===== src/rtl/rx_watchdog_nch.sv =====
// Receiver watchdog: per-channel DC bias, SIGNAL length and equalizer monitors.
// Define RX_WATCHDOG_FAULT_CNT_EN to implement the saturating fault_count.
module rx_watchdog_nch #(
  parameter int IQ_DATA_WIDTH = 16,
  parameter int NUM_CH        = 2,
  parameter int DC_WIN_LOG2   = 6,
  parameter int DC_ANY_CH     = 0,
  parameter int RST_HOLD      = 4
) (
  input  logic                            clock,
  input  logic                            reset,
  input  logic                            enable,
  input  logic [NUM_CH*2*IQ_DATA_WIDTH-1:0] sample_in,
  input  logic                            sample_in_strobe,
  input  logic                            power_trigger,
  input  logic [15:0]                     sig_len,
  input  logic                            sig_valid,
  input  logic [3:0]                      min_len_th,
  input  logic [15:0]                     max_len_th,
  input  logic [7:0]                      dc_th,
  input  logic                            eq_monitor_en,
  input  logic [5:0]                      eq_small_th,
  input  logic [31:0]                     equalizer,
  input  logic                            equalizer_valid,
  output logic                            receiver_rst,
  output logic [3:0]                      rst_cause,
  output logic [15:0]                     fault_count
);

  localparam int AW = DC_WIN_LOG2 + 2;
  localparam int W2 = 2 * IQ_DATA_WIDTH;

  typedef enum logic [1:0] {
    IDLE,
    MONITOR,
    HOLD,
    COOLDOWN
  } state_t;

  state_t state;
  logic [3:0] tmr;

  logic in_mon;
  assign in_mon = (state == MONITOR);

  // DC monitor: shared window, sign-counting accumulators
  logic [DC_WIN_LOG2-1:0] win_cnt;
  logic dc_run, dc_step, win_wrap;
  logic [NUM_CH-1:0] ch_fault;
  logic dc_fault;

  assign dc_run   = in_mon && enable && power_trigger;
  assign dc_step  = dc_run && sample_in_strobe;
  assign win_wrap = dc_step && (win_cnt == '1);

  always_ff @(posedge clock or posedge reset) begin
    if (reset)
      win_cnt <= '0;
    else if (!dc_run)
      win_cnt <= '0;
    else if (dc_step)
      win_cnt <= win_cnt + 1'b1;
  end

  for (genvar ch = 0; ch < NUM_CH; ch++) begin : g_ch
    localparam int B = ch * W2;
    logic i_neg, q_neg;
    logic signed [AW-1:0] acc_i, acc_q;
    logic signed [AW-1:0] nxt_i, nxt_q;
    logic [AW-1:0] mag_i, mag_q;

    assign i_neg = sample_in[B+W2-1];
    assign q_neg = sample_in[B+IQ_DATA_WIDTH-1];

    assign nxt_i = i_neg ? acc_i - AW'(1) : acc_i + AW'(1);
    assign nxt_q = q_neg ? acc_q - AW'(1) : acc_q + AW'(1);
    assign mag_i = nxt_i[AW-1] ? AW'(-nxt_i) : AW'(nxt_i);
    assign mag_q = nxt_q[AW-1] ? AW'(-nxt_q) : AW'(nxt_q);

    assign ch_fault[ch] = (dc_th != 8'd0) &&
      ((32'(mag_i) >= 32'(dc_th)) ||
       (32'(mag_q) >= 32'(dc_th)));

    always_ff @(posedge clock or posedge reset) begin
      if (reset) begin
        acc_i <= '0;
        acc_q <= '0;
      end else if (!dc_run || win_wrap) begin
        acc_i <= '0;
        acc_q <= '0;
      end else if (dc_step) begin
        acc_i <= nxt_i;
        acc_q <= nxt_q;
      end
    end
  end

  assign dc_fault = win_wrap &&
    ((DC_ANY_CH != 0) ? (|ch_fault) : (&ch_fault));

  // Length monitor
  logic len_run, short_fault, long_fault;
  assign len_run     = in_mon && enable && sig_valid;
  assign short_fault = len_run && (sig_len < {12'd0, min_len_th});
  assign long_fault  = len_run && (sig_len > max_len_th);

  // Equalizer monitor: count near-zero constellation points
  localparam logic signed [15:0] EQ_LO = -16'sd4;
  localparam logic signed [15:0] EQ_HI = 16'sd3;

  logic signed [15:0] eq_i, eq_q;
  logic [5:0] eq_cnt;
  logic eq_small, eq_hit, eq_fault;

  assign eq_i     = equalizer[31:16];
  assign eq_q     = equalizer[15:0];
  assign eq_small = (eq_i >= EQ_LO) && (eq_i <= EQ_HI) &&
                    (eq_q >= EQ_LO) && (eq_q <= EQ_HI);
  assign eq_hit   = in_mon && eq_monitor_en && (eq_small_th != 6'd0) &&
                    equalizer_valid && eq_small;
  assign eq_fault = eq_hit &&
    (({1'b0, eq_cnt} + 7'd1) >= {1'b0, eq_small_th});

  logic [3:0] faults;
  logic go_hold;
  assign faults  = {eq_fault, long_fault, short_fault, dc_fault};
  assign go_hold = in_mon && (faults != 4'd0);

  always_ff @(posedge clock or posedge reset) begin
    if (reset)
      eq_cnt <= '0;
    else if (!eq_monitor_en || go_hold)
      eq_cnt <= '0;
    else if (eq_hit && (eq_cnt != 6'h3f))
      eq_cnt <= eq_cnt + 6'd1;
  end

  always_ff @(posedge clock or posedge reset) begin
    if (reset) begin
      state        <= IDLE;
      tmr          <= '0;
      receiver_rst <= 1'b0;
      rst_cause    <= '0;
    end else begin
      unique case (state)
        IDLE: state <= MONITOR;
        MONITOR: begin
          if (go_hold) begin
            state        <= HOLD;
            receiver_rst <= 1'b1;
            rst_cause    <= faults;
            tmr          <= 4'(RST_HOLD - 1);
          end
        end
        HOLD: begin
          if (tmr == 4'd0) begin
            state        <= COOLDOWN;
            receiver_rst <= 1'b0;
            tmr          <= 4'd1;
          end else begin
            tmr <= tmr - 4'd1;
          end
        end
        COOLDOWN: begin
          if (tmr == 4'd0)
            state <= MONITOR;
          else
            tmr <= tmr - 4'd1;
        end
        default: state <= IDLE;
      endcase
    end
  end

`ifdef RX_WATCHDOG_FAULT_CNT_EN
  always_ff @(posedge clock or posedge reset) begin
    if (reset)
      fault_count <= '0;
    else if (go_hold && (fault_count != 16'hffff))
      fault_count <= fault_count + 16'd1;
  end
`else
  assign fault_count = 16'd0;
`endif

endmodule

===== config.mk =====
export PLATFORM = sky130hd
export DESIGN_NAME = rx_watchdog_nch
export DESIGN_NICKNAME = d
export VERILOG_FILES = /design/src/rtl/rx_watchdog_nch.sv
export SDC_FILE = /design/constraint.sdc
export NUM_CORES = 1
export LEC_CHECK = 0
export BUFFER_PORTS_ARGS = -buffer_cell sky130_fd_sc_hd__buf_2
export CORE_MARGIN = 1
export CORE_UTILIZATION = 53
export CTS_CLUSTER_SIZE = 16
export DETAILED_ROUTE_END_ITERATION = 8
export PLACE_DENSITY = 0.82
export SLEW_MARGIN = 0
export SYNTH_ARGS = -nofsm -noshare
export SYNTH_HDL_FRONTEND = slang
export SYNTH_SLANG_ARGS = --single-unit

===== constraint.sdc =====
create_clock -name clock -period 5.2 [get_ports clock]
set_input_delay 1.04 -clock clock [delete_from_list [all_inputs] [get_ports clock]]
set_output_delay 1.04 -clock clock [all_outputs]
set_load 0.1 [all_outputs]

==> results of run 1 <==
[layout make-up]
type	count	area share [%]
inverters	53	3.14
clock inverters	3	0.731
clock buffers	5	1.09
multi-input cells	517	61.9
repair buffers	105	8.74
flip-flops and latches	55	21.7
well taps	136	2.69
[worst max-delay path, stage by stage]
cell                        delay, ns
sky130_fd_sc_hd__buf_2           0.19
sky130_fd_sc_hd__inv_1           0.09
sky130_fd_sc_hd__fa_1            0.47
sky130_fd_sc_hd__nor2b_1         0.13
sky130_fd_sc_hd__o21ai_0         0.10
sky130_fd_sc_hd__a21boi_0        0.38
sky130_fd_sc_hd__o21a_1          0.16
sky130_fd_sc_hd__nor2_1          0.04
sky130_fd_sc_hd__xnor2_1         0.16
sky130_fd_sc_hd__nor4b_1         0.45
sky130_fd_sc_hd__ha_1            0.33
sky130_fd_sc_hd__nand4_1         0.09
sky130_fd_sc_hd__nor3_1          0.06
sky130_fd_sc_hd__a211o_1         0.32
sky130_fd_sc_hd__a31oi_2         0.38
sky130_fd_sc_hd__buf_4           0.21
sky130_fd_sc_hd__a21oi_2         0.06
sky130_fd_sc_hd__a2bb2oi_1       0.16
[metal layers]
layer	global-route usage, %	vias to the layer above
li1	-	2470
met1	29.8	2340
met2	41.7	117
met3	3.12	21
met4	7.85	0
met5	0	-
[sequential cells by signal, indices dropped and copies added, names as in the netlist]
name	flops
eq_cnt	6
g_ch.acc_i	16
g_ch.acc_q	16
receiver_rst	1
rst_cause	4
state	2
tmr	4
win_cnt	6
[logic make-up after synthesis]
kind of cell,synth area share [%]
buffers and inverters,6.19
adders and majority gates,22.5
DFF,24.7
and+or+nand+nor,16.8
AOI/OAI and AO/OA,20.0
xor gates and xnor gates,8.95
other,0.0672
muxes,0.807
[power by group]
group / leakage (nW) / internal (mW) / total (mW) / switching (mW)
clock network: 0.0548 / 0.145 / 0.302 / 0.156
logic: 2.44 / 0.344 / 0.869 / 0.525
registers: 0.746 / 0.471 / 0.510 / 0.0394
total: 3.24 / 0.960 / 1.68 / 0.721
[how the worst max path moves through the flow]
stage / cells past startpoint / endpoint / slack [ns]
5_1_grt: 16 / tmr[0] / 0.33
2_1_floorplan: 16 / state[1] / 0.54
6_report: 18 / tmr[0] / 0.56
4_1_cts: 15 / state[1] / 0.61
3_5_place_dp: 16 / tmr[0] / 0.29
3_3_place_gp: 15 / state[1] / 0.39
[cells in the final DEF, fill, tap and decap left out, types with 4 or more instances in the layout]
master / instances
sky130_fd_sc_hd__nor3_1: 5
sky130_fd_sc_hd__a21oi_1: 23
sky130_fd_sc_hd__buf_2: 94
sky130_fd_sc_hd__a21boi_0: 5
sky130_fd_sc_hd__a21o_1: 19
sky130_fd_sc_hd__dfrtp_1: 55
sky130_fd_sc_hd__and3_1: 6
sky130_fd_sc_hd__xnor2_1: 38
sky130_fd_sc_hd__a22o_1: 19
sky130_fd_sc_hd__o21a_1: 5
sky130_fd_sc_hd__o31ai_1: 4
sky130_fd_sc_hd__nand4_1: 15
sky130_fd_sc_hd__ha_1: 94
sky130_fd_sc_hd__a211oi_1: 13
sky130_fd_sc_hd__nor4b_1: 4
sky130_fd_sc_hd__nor2_1: 45
sky130_fd_sc_hd__conb_1: 16
sky130_fd_sc_hd__or3_1: 4
sky130_fd_sc_hd__o21ai_0: 36
sky130_fd_sc_hd__nand2_1: 47
sky130_fd_sc_hd__nand2b_1: 7
sky130_fd_sc_hd__xor2_1: 19
sky130_fd_sc_hd__inv_1: 52
sky130_fd_sc_hd__nor4_1: 14
sky130_fd_sc_hd__o211ai_1: 4
sky130_fd_sc_hd__nand3_1: 16
sky130_fd_sc_hd__clkbuf_8: 5
sky130_fd_sc_hd__buf_4: 11
sky130_fd_sc_hd__nor2b_1: 10
sky130_fd_sc_hd__fa_1: 4
==> summary.txt, run 1 <==
Outcome
  • Run status: completed

Setup path
  • Worst flop-to-flop path startpoint: g_ch[0].acc_i[0]
  • Data arrival at the endpoint of the critical path: between 4 and 5 ns
  • Required @ worst endpoint: approximately 5.4 ns
  • Critical path class: in -> reg
  • Setup slack of the most critical reg-to-reg path: a little under 1 ns
  • Source of the critical timing path: sample_in[31]
  • Critical path peak fanout: 8
  • R2R depth: 17
  • Critical Path Source Type: input port
  • RR Endpoint: tmr[0]
  • Endpoint kind of the worst setup timing path: flip-flop

Final layout
  • Filler cell count: 877
  • Antenna Cells: 0
  • Count of nets after finishing: 989
  • Area occupied by multi-input gates: between 3000 and 4000 um2
  • Layout cells sized above 1: between 10% and 20%
  • Seq. cell area: roughly 1400 um2
  • Area Growth Syn to Fin: 13.5%
  • Number of standard cells in the layout, taps in and fillers out: roughly 900
  • Core Util, Final: roughly three fifths
  • Fin area: 6330 um2

Die
  • Die Outline Area: about 11,000 um2
  • Height of the chip: 105 um
  • Initial core utilization: between 50 and 60%
  • IO Count: approximately 180
  • Core area: around 10,000 um2
  • Die outline width: 105 um
  • Site row count: 37

Route
  • M1 WL: ~5600 um
  • Detail Route Antenna Nets: 0
  • Detailed-routing iteration count for the pre-antenna-repair pass: 4
  • Routed met2 length: approximately 6300 um
  • Topmost layer with routed signal wires: met4
  • Via density per instance: between 5 and 6
  • Routed length per placed instance: approximately 14 um
  • Final wirelength: 12,600 um
  • Detailed route wirelength on metal3: 520 um
  • Number of remaining DRC errors: 0
  • Via total after detailed routing: approximately 5,000
  • DRC violation total after the first TritonRoute iteration: a little under 300

Yosys
  • YS warnings: 0
  • Post-synthesis average cell area: around 8.8 um2
  • Post-Synthesis Cell Area: approximately 5600 um2
  • Portion of synthesized cell area occupied by the leading cell type: roughly 25%
  • Portion of the post-synthesis area used by sequential elements: between 20 and 25%
  • Cell taking the most area after synthesis: sky130_fd_sc_hd__dfrtp_1
  • Most used flip-flop cell after synthesis: sky130_fd_sc_hd__dfrtp_1
  • Library cell with the highest instance count after synthesis: sky130_fd_sc_hd__ha_1
  • Leading post-synthesis cells by instance count: 94 x sky130_fd_sc_hd__ha_1, 55 x sky130_fd_sc_hd__dfrtp_1, 53 x sky130_fd_sc_hd__inv_1
  • Most area-consuming cells after synthesis: sky130_fd_sc_hd__dfrtp_1 25%, sky130_fd_sc_hd__ha_1 21%, sky130_fd_sc_hd__xnor2_1 6.0%
  • Gate count after technology mapping: between 600 and 700
  • Unique cell type count in the Yosys netlist: just under 60
  • Count of flip-flops with a built-in enable after synthesis: 0
  • Register bit total from synthesis: 55
  • Proportion of synthesized flip-flops having asynchronous set or reset: 100%

Clock network
  • Total of cells resized after clock tree synthesis: 0
  • Bufs on Longest Clock Path: 2
  • Postcts setup bufs: 0
  • CTS tree: built
  • TritonCTS sink count: between 50 and 60
  • Cell at the root of the clock tree: sky130_fd_sc_hd__clkbuf_8
  • Worst-skew pair later-pin latency: 0.32 ns
  • Number of buffers inserted by hold repair at cts: 0
  • Clock edge transition at the registers on the reported setup and hold paths: between 0.1 and 0.15 ns
  • Depth of the CTS H-tree: 2
  • Clock buffer count from CTS: 5

Power and ir drop
  • Static Leakage: 3.24 nW
  • Power density normalized to cell area: around 270 nW/um2
  • Final Power: 1.68 mW
  • Highest ir drop seen on vdd: ~160 uV

STA
  • Maximum clock rate: between 200 and 250 MHz
  • Min Hold Slack: 0.485 ns
  • Final setup fails: 0
  • Setup slack after layout: between 0.5 and 0.6 ns
  • RSZ-0062 raised after global routing: no
  • Final slew viol count: 0
  • Time the worst path needs with I/O delays and setup: around 4.6 ns
  • Worst-Margin Slew: around 0.84 ns
  • Number of endpoints with negative hold slack in the final report: 0
  • Clock Skews: about 0.0056 ns
  • Max-slew headroom at the worst pin: 43.7%
  • Total negative slack for setup checks: 0 ns
  • Final Cycle Share: 89.2%

GRT
  • Via count of the first global-routing pass: 4,944
  • Initial antenna violation count: 0
  • Largest net degree at the start of global routing: 56
  • GRT Overall Usage: roughly a quarter
  • First-pass GRT wire length: roughly 22,000 um
  • Global route overflow: 0

Placement
  • Standard cell area after detailed placement: 6210 um2
  • Count of port buffers added during placement: 94
  • Placed cells: between 800 and 900
  • Setup WS pre-CTS: ~0.29 ns
  • HPWL after DPL: just under 10,000 um
  • RD Place Congestion: 0.863

Worst hold path
  • Hold depth: 1
  • Worst Hold Launch: rst_cause[1]
  • Worst min-delay path class: reg -> reg
  • Hold Crit Endpoint: rst_cause[1]

Run
  • Reported max-cap violation count: 0
(Power assumes the default switching activity.)
==> inputs of run 2 (changes only) <==
PLACE_DENSITY = 0.89   (was 0.82)
==> run 2 against run 1 <==
Critical endpoint unchanged. Register-to-register slack got worse by 0.09 ns. Global-route usage fell by 0.78 points. Non-clock buffer count fell by 1.
==> summary.txt, run 2 (synthesis gave the netlist of run 1 again) <==
STA
  • Total negative slack for setup checks: 0 ns (unchanged)
  • Number of endpoints with negative hold slack in the final report: 0 (unchanged)
  • Final slew viol count: 0 (unchanged)
  • RSZ-0062 raised after global routing: no (unchanged)
  • Time the worst path needs with I/O delays and setup: 4.76 ns (was 4.64 ns)
  • Worst-Margin Slew: 0.885 ns (was 0.845 ns)
  • Final Cycle Share: 91.5% (was 89.2%)
  • Setup slack after layout: 0.440 ns (was 0.563 ns)
  • Max-slew headroom at the worst pin: 41.0% (was 43.7%)
  • Clock Skews: 0.00577 ns (was 0.00561 ns)
  • Final setup fails: 0 (unchanged)
  • Maximum clock rate: 210 MHz (was 216 MHz)

Clock network
  • TritonCTS sink count: 55 (unchanged)
  • Postcts setup bufs: 0 (unchanged)
  • Number of buffers inserted by hold repair at cts: 0 (unchanged)
  • Depth of the CTS H-tree: 2 (unchanged)
  • Cell at the root of the clock tree: sky130_fd_sc_hd__clkbuf_8 (unchanged)
  • Total of cells resized after clock tree synthesis: 0 (unchanged)
  • Bufs on Longest Clock Path: 2 (unchanged)
  • CTS tree: built (unchanged)
  • Worst-skew pair later-pin latency: 0.32 ns (about the same)
  • Clock edge transition at the registers on the reported setup and hold paths: 0.10 ns (was 0.11 ns)
  • Clock buffer count from CTS: 5 (unchanged)

Die
  • Die Outline Area: 10,900 um2 (unchanged)
  • Site row count: 37 (unchanged)
  • Height of the chip: 105 um (unchanged)
  • IO Count: 175 (unchanged)
  • Die outline width: 105 um (unchanged)
  • Core area: 10,300 um2 (unchanged)
  • Initial core utilization: 54.3% (unchanged)

Setup path
  • Setup slack of the most critical reg-to-reg path: 0.88 ns (was 0.97 ns)
  • Source of the critical timing path: sample_in[63] (was sample_in[31])
  • Endpoint kind of the worst setup timing path: flip-flop (unchanged)
  • Worst flop-to-flop path startpoint: g_ch[1].acc_i[0] (was g_ch[0].acc_i[0])
  • Kind of cell with the highest combined delay on the critical path: compound AO/OA/AOI/OAI gates (unchanged)
  • Slowest stage cell on the critical path: sky130_fd_sc_hd__fa_1 (unchanged)
  • Critical Path Source Type: input port (unchanged)
  • Number of cells on the critical path: 19 (was 18)
  • Highest cell delay on the worst timing path: 0.48 ns (was 0.47 ns)
  • Count of buffer and inverter cells on the critical path: 3 (unchanged)
  • Termination of the worst setup path: tmr[0] (unchanged)
  • Critical path class: in -> reg (unchanged)
  • Cell mode on critical path: sky130_fd_sc_hd__a21o_1
  • Critical path peak fanout: 8 (unchanged)
  • RR Endpoint: tmr[0] (unchanged)
  • Required @ worst endpoint: 5.40 ns (about the same)
  • Data arrival at the endpoint of the critical path: 4.96 ns (was 4.84 ns)
  • R2R depth: 18 (was 17)
  • Critical Path, Cell by Cell: buf_2 -> inv_1 -> fa_1 -> nor2b_1 -> o21ai_0 -> nand2b_1 -> xor2_1 -> or3_1 -> nand2_1 -> xnor2_1 -> ha_1 -> a21o_1 -> a21o_1 -> a221oi_1 -> o211ai_1 -> a31oi_2 -> buf_4 -> a21oi_2 -> a2bb2oi_1 (was buf_2 -> inv_1 -> fa_1 -> nor2b_1 -> o21ai_0 -> a21boi_0 -> o21a_1 -> nor2_1 -> xnor2_1 -> nor4b_1 -> ha_1 -> nand4_1 -> nor3_1 -> a211o_1 -> a31oi_2 -> buf_4 -> a21oi_2 -> a2bb2oi_1)

Power and ir drop
  • Final Power: 1.68 mW (about the same)
  • Static Leakage: 3.24 nW (about the same)
  • Power density normalized to cell area: 266 nW/um2 (about the same)
  • Highest ir drop seen on vdd: 147 uV (was 163 uV)

Route
  • Detail Route Antenna Nets: 0 (unchanged)
  • Final wirelength: 12,200 um (was 12,600 um)
  • Via density per instance: 5.66 (about the same)
  • Routed length per placed instance: 14.0 um (was 14.5 um)
  • DRC violation total after the first TritonRoute iteration: 241 (was 289)
  • Detailed-routing iteration count for the pre-antenna-repair pass: 5 (was 4)
  • Via total after detailed routing: 4,937 (was 4,948)
  • Number of remaining DRC errors: 0 (unchanged)

Final layout
  • Core Util, Final: 61.5% (was 61.6%)
  • Registers with the most flip-flops: g_ch.acc_i (16), g_ch.acc_q (16) (unchanged)
  • Layout cells sized above 1: 17.2% (was 17.3%)
  • Commonest cells after routing, fill and taps aside: 94 x sky130_fd_sc_hd__ha_1, 94 x sky130_fd_sc_hd__buf_2, 55 x sky130_fd_sc_hd__dfrtp_1, 52 x sky130_fd_sc_hd__inv_1, 47 x sky130_fd_sc_hd__nand2_1 (unchanged)
  • Area Growth Syn to Fin: 13.4% (was 13.5%)
  • Number of standard cells in the layout, taps in and fillers out: 873 (was 874)
  • Count of nets after finishing: 988 (was 989)
  • Antenna Cells: 0 (unchanged)
  • Filler cell count: 854 (was 877)

Placement
  • HPWL after DPL: 9410 um (was 9900 um)
  • Placed cells: 865 (was 866)
  • Setup WS pre-CTS: 0.270 ns (was 0.287 ns)
  • RD Place Congestion: 0.860 (was 0.863)
  • Count of port buffers added during placement: 94 (unchanged)

Worst hold path
  • Worst min-delay path class: reg -> reg (unchanged)
  • Worst Hold Launch: rst_cause[2] (was rst_cause[1])

GRT
  • GRT Overall Usage: 22.9% (was 23.6%)
  • Largest net degree at the start of global routing: 56 (unchanged)
  • Via count of the first global-routing pass: 4,690 (was 4,944)
  • Global route overflow: 0 (unchanged)
  • First-pass GRT wire length: 20,900 um (was 21,600 um)
  • Initial antenna violation count: 0 (unchanged)

Outcome
  • Run status: completed (unchanged)

Run
  • Reported max-cap violation count: 0 (unchanged)
[run 2: changes by cell type in the layout (fill, tap and decap cells not counted)]
cell                         before  now
sky130_fd_sc_hd__buf_4           11   10
sky130_fd_sc_hd__clkbuf_8         5    6
sky130_fd_sc_hd__clkinv_2         0    1
sky130_fd_sc_hd__clkinvlp_4       1    0
sky130_fd_sc_hd__inv_6            1    0
[run 2: how the worst min path moves through the flow]
stage | endpoint | slack [ns] | cells after the start
finish | rst_cause[2] | 0.49 | 1
CTS | rst_cause[2] | 0.49 | 1
floorplan | g_ch[0].acc_i[2] | 0.45 | 2
global route | rst_cause[2] | 0.51 | 1
global placement | rst_cause[2] | 0.45 | 1
detailed placement | rst_cause[2] | 0.46 | 1
[run 2: per-layer routing]
layer,GRT usage [%],vias to the layer above,routed length [um]
li1,-,2471,-
met4,7.65,0,310
met3,2.62,24,366
met5,0,-,0
met1,30.0,2348,5670
met2,39.0,94,5890
[run 2: through the flow]
| stage | hold slack [ns] | area [um2] |
|---|---|---|
| floorplan | 0.454 | 5640 |
| global placement | 0.454 | 6210 |
| detailed placement | 0.464 | 6210 |
| CTS | 0.488 | 6320 |
| global route | 0.509 | 6320 |
| finish | 0.486 | 6320 |
[run 2: cell type report]
class | count | area, um2 | share of cell area, %
inverters | 53 | 199 | 3.15
flip-flops and latches | 55 | 1380 | 21.8
repair buffers | 104 | 546 | 8.63
clock inverters | 2 | 35.0 | 0.554
well taps | 136 | 170 | 2.69
multi-input cells | 517 | 3920 | 61.9
clock buffers | 6 | 82.6 | 1.31
[run 2: worst register-to-register path: cells and delay by family (launching register included)]
kind	cells	cell delay (ns)
flip-flops	1	0.48
buffers and inverters	2	0.33
AO/OA/AOI/OAI	8	1.65
adder cells (fa/ha/maj)	2	0.74
XOR/XNOR	2	0.51
AND/OR/NAND/NOR	4	0.50
[run 2: power by group]
group | leakage (nW) | total (mW) | internal, mW | switching [mW]
combinational | 2.44 | 0.867 | 0.343 | 0.524
clock | 0.0612 | 0.306 | 0.156 | 0.149
sequential | 0.746 | 0.508 | 0.471 | 0.0377
total | 3.24 | 1.68 | 0.970 | 0.711
